<file path="config.mk">
export PLATFORM = sky130hd
export DESIGN_NAME = logo_loader
export DESIGN_NICKNAME = d
export VERILOG_FILES = /design/src/rtl/logo_pkg.sv /design/src/rtl/logo_loader.sv
export SDC_FILE = /design/constraint.sdc
export NUM_CORES = 1
export LEC_CHECK = 0
export CAP_MARGIN = 20
export CORE_ASPECT_RATIO = 2
export CORE_MARGIN = 5
export CORE_UTILIZATION = 53
export CTS_CLUSTER_SIZE = 8
export DETAILED_ROUTE_END_ITERATION = 12
export PLACE_DENSITY = 0.85
export SLEW_MARGIN = 20
export SYNTH_ARGS = -nofsm -noshare
export SYNTH_HDL_FRONTEND = slang
export SYNTH_SLANG_ARGS = --single-unit
</file>
<file path="constraint.sdc">
create_clock -name Clk -period 2.5 [get_ports Clk]
set_input_delay 0.375 -clock Clk [delete_from_list [all_inputs] [get_ports Clk]]
set_output_delay 0.375 -clock Clk [all_outputs]
set_load 0.05 [all_outputs]
</file>
<file path="src/rtl/logo_pkg.sv">
// Shared title-logo geometry and loader state encoding.
// The start-screen reader imports the same constants, so the reader and the writer agree on the pixel layout.
package logo_pkg;

    localparam int LOGO_X0     = 144;
    localparam int LOGO_Y0     = 40;
    localparam int LOGO_W      = 352;
    localparam int LOGO_H      = 176;
    localparam int LOGO_PIXELS = LOGO_W * LOGO_H;
    localparam int LOGO_ADDR_W = 16;
    localparam int LOGO_PIX_W  = 4;

    typedef enum logic [1:0] {
        IDLE    = 2'd0,
        LOAD_LO = 2'd1,
        LOAD_HI = 2'd2,
        DONE    = 2'd3
    } loader_state_e;

endpackage

</file>
<file path="src/rtl/logo_loader.sv">
// Logo RAM writer: takes a valid/ready byte stream and unpacks each byte into two pixel writes.
// It writes every pixel of the logo in order, starting at address 0, and then holds done.
//
// state   | meaning
// --------+---------------------------------------------------------
// IDLE    | no load in progress, waiting for start
// LOAD_LO | ready for a byte; the even nibble is written on handshake
// LOAD_HI | writes the held odd nibble, then advances the address
// DONE    | every pixel has been written; done stays high
module logo_loader #(
    parameter int LOGO_W = logo_pkg::LOGO_W,
    parameter int LOGO_H = logo_pkg::LOGO_H,
    parameter int ADDR_W = logo_pkg::LOGO_ADDR_W,
    parameter int PIX_W  = logo_pkg::LOGO_PIX_W
) (
    input  logic              Clk,
    input  logic              Reset,
    input  logic              start,
    input  logic              abort,
    input  logic [7:0]        in_data,
    input  logic              in_valid,
    output logic              in_ready,
    output logic              wr_en,
    output logic [ADDR_W-1:0] wr_addr,
    output logic [PIX_W-1:0]  wr_data,
    output logic              busy,
    output logic              done
);
    import logo_pkg::*;

    localparam int PIXELS = LOGO_W * LOGO_H;
    localparam logic [ADDR_W:0] END_ADDR = (ADDR_W + 1)'(PIXELS);

    if (PIXELS % 2 != 0) begin : g_chk_even
        $error("logo_loader: LOGO_W*LOGO_H must be even");
    end
    if (longint'(PIXELS) > (longint'(1) << ADDR_W)) begin : g_chk_fit
        $error("logo_loader: LOGO_W*LOGO_H does not fit in ADDR_W bits");
    end
    if (2 * PIX_W != 8) begin : g_chk_pack
        $error("logo_loader: one byte must carry exactly two pixels");
    end

    loader_state_e     state_q, state_d;
    logic [ADDR_W-1:0] a_q, a_d;
    logic [PIX_W-1:0]  hold_q, hold_d;
    logic              wr_en_q, wr_en_d;
    logic [ADDR_W-1:0] wr_addr_q, wr_addr_d;
    logic [PIX_W-1:0]  wr_data_q, wr_data_d;
    logic              busy_q, busy_d;
    logic              done_q, done_d;
    logic [ADDR_W:0]   a_plus2;

    always_comb begin
        state_d   = state_q;
        a_d       = a_q;
        hold_d    = hold_q;
        wr_en_d   = 1'b0;
        wr_addr_d = wr_addr_q;
        wr_data_d = wr_data_q;
        busy_d    = busy_q;
        done_d    = done_q;
        // One bit wider than the address so that the end compare still works when the logo fills the whole address space.
        a_plus2   = {1'b0, a_q} + (ADDR_W + 1)'(2);

        if (abort) begin
            state_d = IDLE;
            busy_d  = 1'b0;
            done_d  = 1'b0;
        end else begin
            case (state_q)
                IDLE, DONE: begin
                    if (start) begin
                        state_d = LOAD_LO;
                        a_d     = '0;
                        busy_d  = 1'b1;
                        done_d  = 1'b0;
                    end
                end
                LOAD_LO: begin
                    if (in_valid) begin
                        wr_en_d   = 1'b1;
                        wr_addr_d = a_q;
                        wr_data_d = in_data[PIX_W-1:0];
                        hold_d    = in_data[2*PIX_W-1:PIX_W];
                        state_d   = LOAD_HI;
                    end
                end
                LOAD_HI: begin
                    wr_en_d   = 1'b1;
                    wr_addr_d = a_q + ADDR_W'(1);
                    wr_data_d = hold_q;
                    a_d       = a_plus2[ADDR_W-1:0];
                    if (a_plus2 == END_ADDR) begin
                        state_d = DONE;
                        busy_d  = 1'b0;
                        done_d  = 1'b1;
                    end else begin
                        state_d = LOAD_LO;
                    end
                end
                default: begin
                    state_d = IDLE;
                    busy_d  = 1'b0;
                    done_d  = 1'b0;
                end
            endcase
        end
    end

    always_ff @(posedge Clk) begin
        if (Reset) begin
            state_q   <= IDLE;
            a_q       <= '0;
            hold_q    <= '0;
            wr_en_q   <= 1'b0;
            wr_addr_q <= '0;
            wr_data_q <= '0;
            busy_q    <= 1'b0;
            done_q    <= 1'b0;
        end else begin
            state_q   <= state_d;
            a_q       <= a_d;
            hold_q    <= hold_d;
            wr_en_q   <= wr_en_d;
            wr_addr_q <= wr_addr_d;
            wr_data_q <= wr_data_d;
            busy_q    <= busy_d;
            done_q    <= done_d;
        end
    end

    assign in_ready = (state_q == LOAD_LO);
    assign wr_en    = wr_en_q;
    assign wr_addr  = wr_addr_q;
    assign wr_data  = wr_data_q;
    assign busy     = busy_q;
    assign done     = done_q;

endmodule

</file>
# ---- Word level (Yosys, flattened, before mapping)
# Index checks and enable logic that the tools add are counted.
dict set report totals {
  ff_bits 45
  latchBits 0
  mem_bits_rw 0
  rom_bits 0
  inputBits 13
  output_inout_bits 24
  wordCells 46
  memories 0
}
dict set report classes {
  add_sub_neg 2
  mul 0
  n_div 0
  n_lt_le_gt_ge 0
  n_eq_ne 7
  shift 0
  mux 18
  bitwise_logic 1
  n_reduce_logical 10
}
# operator count
set ops {}
lappend ops {{16-bit case mux with 2 select lines} 2}
lappend ops {{16-bit 2-to-1 mux} 2}
lappend ops {{16-bit by 2-bit adder with 17-bit output, second input constant} 1}
lappend ops {{17-bit by 16-bit == test with 1-bit output, second input constant} 1}
lappend ops {{16-bit by 1-bit adder with 16-bit output, second input constant} 1}
lappend ops {{3-bit AND reduction} 4}
lappend ops {{4-bit case mux with 2 select lines} 1}
lappend ops {{2-bit 2-to-1 mux} 3}
lappend ops {{2-bit inequality test, second input constant} 3}
lappend ops {{1-bit case mux with 2 select lines} 3}
lappend ops {{2-bit case mux with 3 select lines} 1}
lappend ops {{1-bit 2-to-1 mux} 5}
lappend ops {{2-bit == test, second input constant} 2}
lappend ops {{4-bit 2-to-1 mux} 1}
lappend ops {{2-bit nonzero test} 2}
lappend ops {{2-bit OR reduction} 2}
lappend ops {{2-bit by 1-bit == test with 1-bit output, second input constant} 1}
lappend ops {{2-bit zero test} 1}
lappend ops {{2-bit AND reduction} 1}
lappend ops {{1-bit inverter} 1}

# ---- Depth between registers and ports, before layout
dict set report depth {
  depth_word 4
  depth_mapped 9
  mapped_depth_nobuf 8
}

# ---- Worst setup path after synthesis
# No wires, ideal clock.
dict set report synth_timing {
  path_kind {flip-flop to flip-flop}
  from {register a_q[1]}
  to {register state_q[1]}
  setup_ns 0.060
  arrival_time_ns 2.144
  path_slack_ns 0.296
  path_stages_with_launch 9
  path_buffers 1
  path_cell_list {dfxtp_1 ha_1 clkbuf_1 inv_1 or4_4 nor3b_2 o21ai_2 o32ai_1 and3_1}
}
dict set report synth_via {
  elab_chain_cells 4
}
# item line_no
set synth_rtl {}
lappend synth_rtl {{start, declared} logo_loader.sv:45} ;# logic [ADDR_W-1:0] a_q, a_d;
lappend synth_rtl {{start signal, assigned} logo_loader.sv:114} ;# a_q <= '0;
lappend synth_rtl {{start signal, assigned} logo_loader.sv:123} ;# a_q <= a_d;
lappend synth_rtl {{16-bit by 2-bit adder with 17-bit output} logo_loader.sv:64} ;# a_plus2 = {1'b0, a_q} + (ADDR_W + 1)'(2);
lappend synth_rtl {{17-bit by 16-bit == test with 1-bit output} logo_loader.sv:94} ;# if (a_plus2 == END_ADDR) begin
lappend synth_rtl {{2-bit 2-to-1 mux} logo_loader.sv:94}
lappend synth_rtl {{2-bit case mux with 3 select lines} logo_loader.sv:71} ;# case (state_q)
lappend synth_rtl {{end signal, assigned} logo_loader.sv:122} ;# state_q <= state_d;
lappend synth_rtl {{end, declared} logo_loader.sv:44} ;# loader_state_e state_q, state_d;
# No other way between the ends.
# A chain may end at the register's enable or synchronous reset.

# ---- Worst setup path after layout
dict set report layout_timing {
  from {register state_q[1]}
  to {output in_ready}
}
dict set report layout_via {
  elab_chain_cells 1
}
# item line_no
set layout_rtl {}
lappend layout_rtl {{2-bit by 1-bit == test with 1-bit output} logo_loader.sv:133} ;# assign in_ready = (state_q == LOAD_LO);
lappend layout_rtl {{end, declared} logo_loader.sv:22} ;# output logic in_ready,
# No other way between the ends.

==> reports/results.tsv <==
stage	metric	value	unit
synthesis	synth_edf_count	0	
sta	fin_crit_sh	89.3	%
grt	antenna_found_initial	0	
synthesis	synth_area	2230	um^2
sta	rsz0062_at_grt	no	
cts	cts_hold_buf	0	
floorplan	dieArea	5670	um^2
cts	clock_latency	0.30	ns
detailed_routing	drc	0	
setup_path	max_stage_delay	0.85	ns
sta	min_period	2.23	ns
final_layout	final_cell_area	2780	um^2
sta	max_freq	448	MHz
setup_path	endpoint_kind	primary output	
power_and_ir_drop	peakVddDrop	365	uV
floorplan	ioPinCount	37	
power_and_ir_drop	powerDensity	468	nW/um^2
cts	numCtsBuffers	5	
sta	worstMarginPinSlew	0.564	ns
detailed_routing	wl	5330	um
synthesis	synth_cell_type_count	48	
sta	setup_viol	0	
synthesis	syn_nets	301	
grt	grt_max_degree	31	
cts	ctsHtreeMaxLevel	2	
final_layout	drive_gt1_share	10.4	%
floorplan	core	4090	um^2
synthesis	synth_top_cell_by_area	dfxtp_1	
detailed_routing	initialDrtViolationCount	44	
synthesis	yosys_warnings	0	
synthesis	synth.top_cells.by_area	dfxtp_1, nand2_1, a21oi_1, mux2i_1, nor2_1	
min_path	min_from	wr_addr[6]	
setup_path	path_class	reg2out	
setup_path	cpMaxStageDelayCell	clkdlybuf4s50_1	
sta	slew-limit-headroom	62.3	%
synthesis	synth_top_area_share	39.6	%
grt	overflow	0	
floorplan	fp.dieW	55.8	um
synthesis	synth.avg_cell_area	7.87	um^2
sta	hold_viol_final	0	
cts	clk_path_buf_depth	2	
detailed_routing	vias_per_cell	5.68	
sta	fin_worst_skew	0.00566	ns
floorplan	num_rows	33	
run	drv_cap	0	
synthesis	yosys-top-cells-count	nand2_1, dfxtp_1, a21oi_1	
placement	io_buffers	36	
final_layout	fin_util	68.0	%
synthesis	syn_inst	283	
grt	grt_first_pass_wirelength	9160	um
grt	grt_pass1_vias	2058	
synthesis	ys_seq_elements	44	
placement	detailed_place_hpwl	4010	um
cts	cts_root_buffer	clkbuf_8	
sta	timing.final.ws_setup	0.268	ns
placement	place_inst	362	
min_path	min_path_type	reg2reg	
power_and_ir_drop	p_leak	0.969	nW
final_layout	area_growth	25.0	%
setup_path	cp_max_fo	7	
sta	maxSlewViolCount	0	
detailed_routing	vias	2101	
detailed_routing	ant_nets	0	
placement	pre_cts_ws	0.304	ns
final_layout	diodes	0	
cts	postCtsSetupBuffers	0	
detailed_routing	drt_pre_antenna_iters	4	
setup_path	cp_data_arrival_time	1.86	ns
synthesis	synth-main-ff-cell	dfxtp_1	
cts	clkSlewWorstSetupHoldPaths	0.09	ns
setup_path	start_kind	flop	
cts	clkSinkCount	44	
synthesis	ys_seq_area_share	39.6	%
setup_path	startpoint	state_q[1]	
floorplan	initial_core_util	54.5	%
final_layout	instances_no_fill	370	
status	status	finished clean	
grt	grt.total_usage	19.9	%
setup_path	worstReg2RegStart	a_q[3]	
setup_path	crit_required	2.12	ns
sta	setup_tns	0	ns
setup_path	worstPathCellList	inv_1 -> ha_1 -> clkdlybuf4s50_1	
synthesis	yosysMostFrequentCell	nand2_1	
placement	place_area	2680	um^2
final_layout	nets	335	
placement	gp_congestion	0.864	
synthesis	synthArstFlopShare	0	%
detailed_routing	wl_per_cell	14.4	um
floorplan	die_h	102	um
cts	cts_tree	built	
cts	cts_resized	0	
-- cells in the final DEF (no fill, tap or decap), types with 2 or more instances in the layout --
master           Yosys  layout
nand2_1             53      53
dfxtp_1             44      44
clkdlybuf4s50_1      0      36
a21oi_1             32      32
nor2_1              24      24
buf_4                0      14
nor3_1              12      11
nand3_1             10      10
mux2i_1              9       9
inv_1                6       6
clkbuf_8             0       6
o21ai_0              5       5
ha_1                 5       5
and2_1               4       4
or3_1                4       4
nand4_1              4       4
a211oi_1             4       4
a22oi_1              3       3
o31ai_1              3       3
nor2b_1              2       2
nor3_2               1       2
a21o_1               2       2
a21boi_1             2       2
and3_1               2       2
or4_4                2       2
nor4_1               2       2
xnor2_1              2       2
nand3b_1             2       2
clkinvlp_4           0       2
-- metal layers --
layer / global-route usage, % / vias to the layer above / routed length [um]
met5: 0 / - / 0
met4: 10.4 / 0 / 160
met3: 3.32 / 15 / 222
met2: 38.0 / 59 / 3010
met1: 20.4 / 970 / 1940
li1: - / 1057 / -
-- registers in the layout, summed over array words and instances, names as in the netlist --
register / flops
done: 1
wr_en: 1
state_q: 2
wr_data: 4
busy: 1
hold_q: 4
wr_addr: 16
a_q: 15
-- final cells by class --
type / count / area, um^2
clock buffers: 6 / 82.6
inverters: 6 / 22.5
repair buffers: 51 / 485
multi-input cells: 209 / 1230
fillers: 336 / 1310
clock inverters: 2 / 15.0
well taps: 52 / 65.1
flip-flops and latches: 44 / 881
-- report_power, final --
group          switching [mW]  internal (mW)
logic                  0.0694         0.0491
registers             0.00392          0.706
clock network           0.248          0.224
-- critical path, delay by kind of cell, from the launching register on --
kind	cells	cell delay, ns
DFF	1	0.34
buffers and inverters	2	0.94
adders and majority gates	1	0.27
-- path summary, 6_finish.rpt --
kind	endpoint	slack (ns)	cells past startpoint
setup / recovery	in_ready	0.27	3
hold / removal	wr_addr[6]	0.45	2
setup reg to reg	state_q[1]	0.30	6
hold reg to reg	wr_addr[6]	0.45	2
-- kinds of logic (layout without fill, tap and decap cells) --
logic type                 Yosys count  count (layout)  share of synthesized area, %
and+or+nand+nor                    129             129                          28.8
AOI/OAI and AO/OA                   63              63                          18.2
DFF                                 44              44                          39.6
buffers and inverters               30              65                          5.40
muxes                                9               9                          4.05
adders and majority gates            5               5                          2.81
xor gates and xnor gates             3               3                          1.18
-- stage by stage --
stage / hold WS [ns] / power, mW
floorplan: 0.463 / 0.794
global placement: 0.442 / 0.842
detailed placement: 0.446 / 0.845
CTS: 0.457 / 1.31
global route: 0.471 / 1.35
finish: 0.455 / 1.30
(Power assumes the default switching activity.)
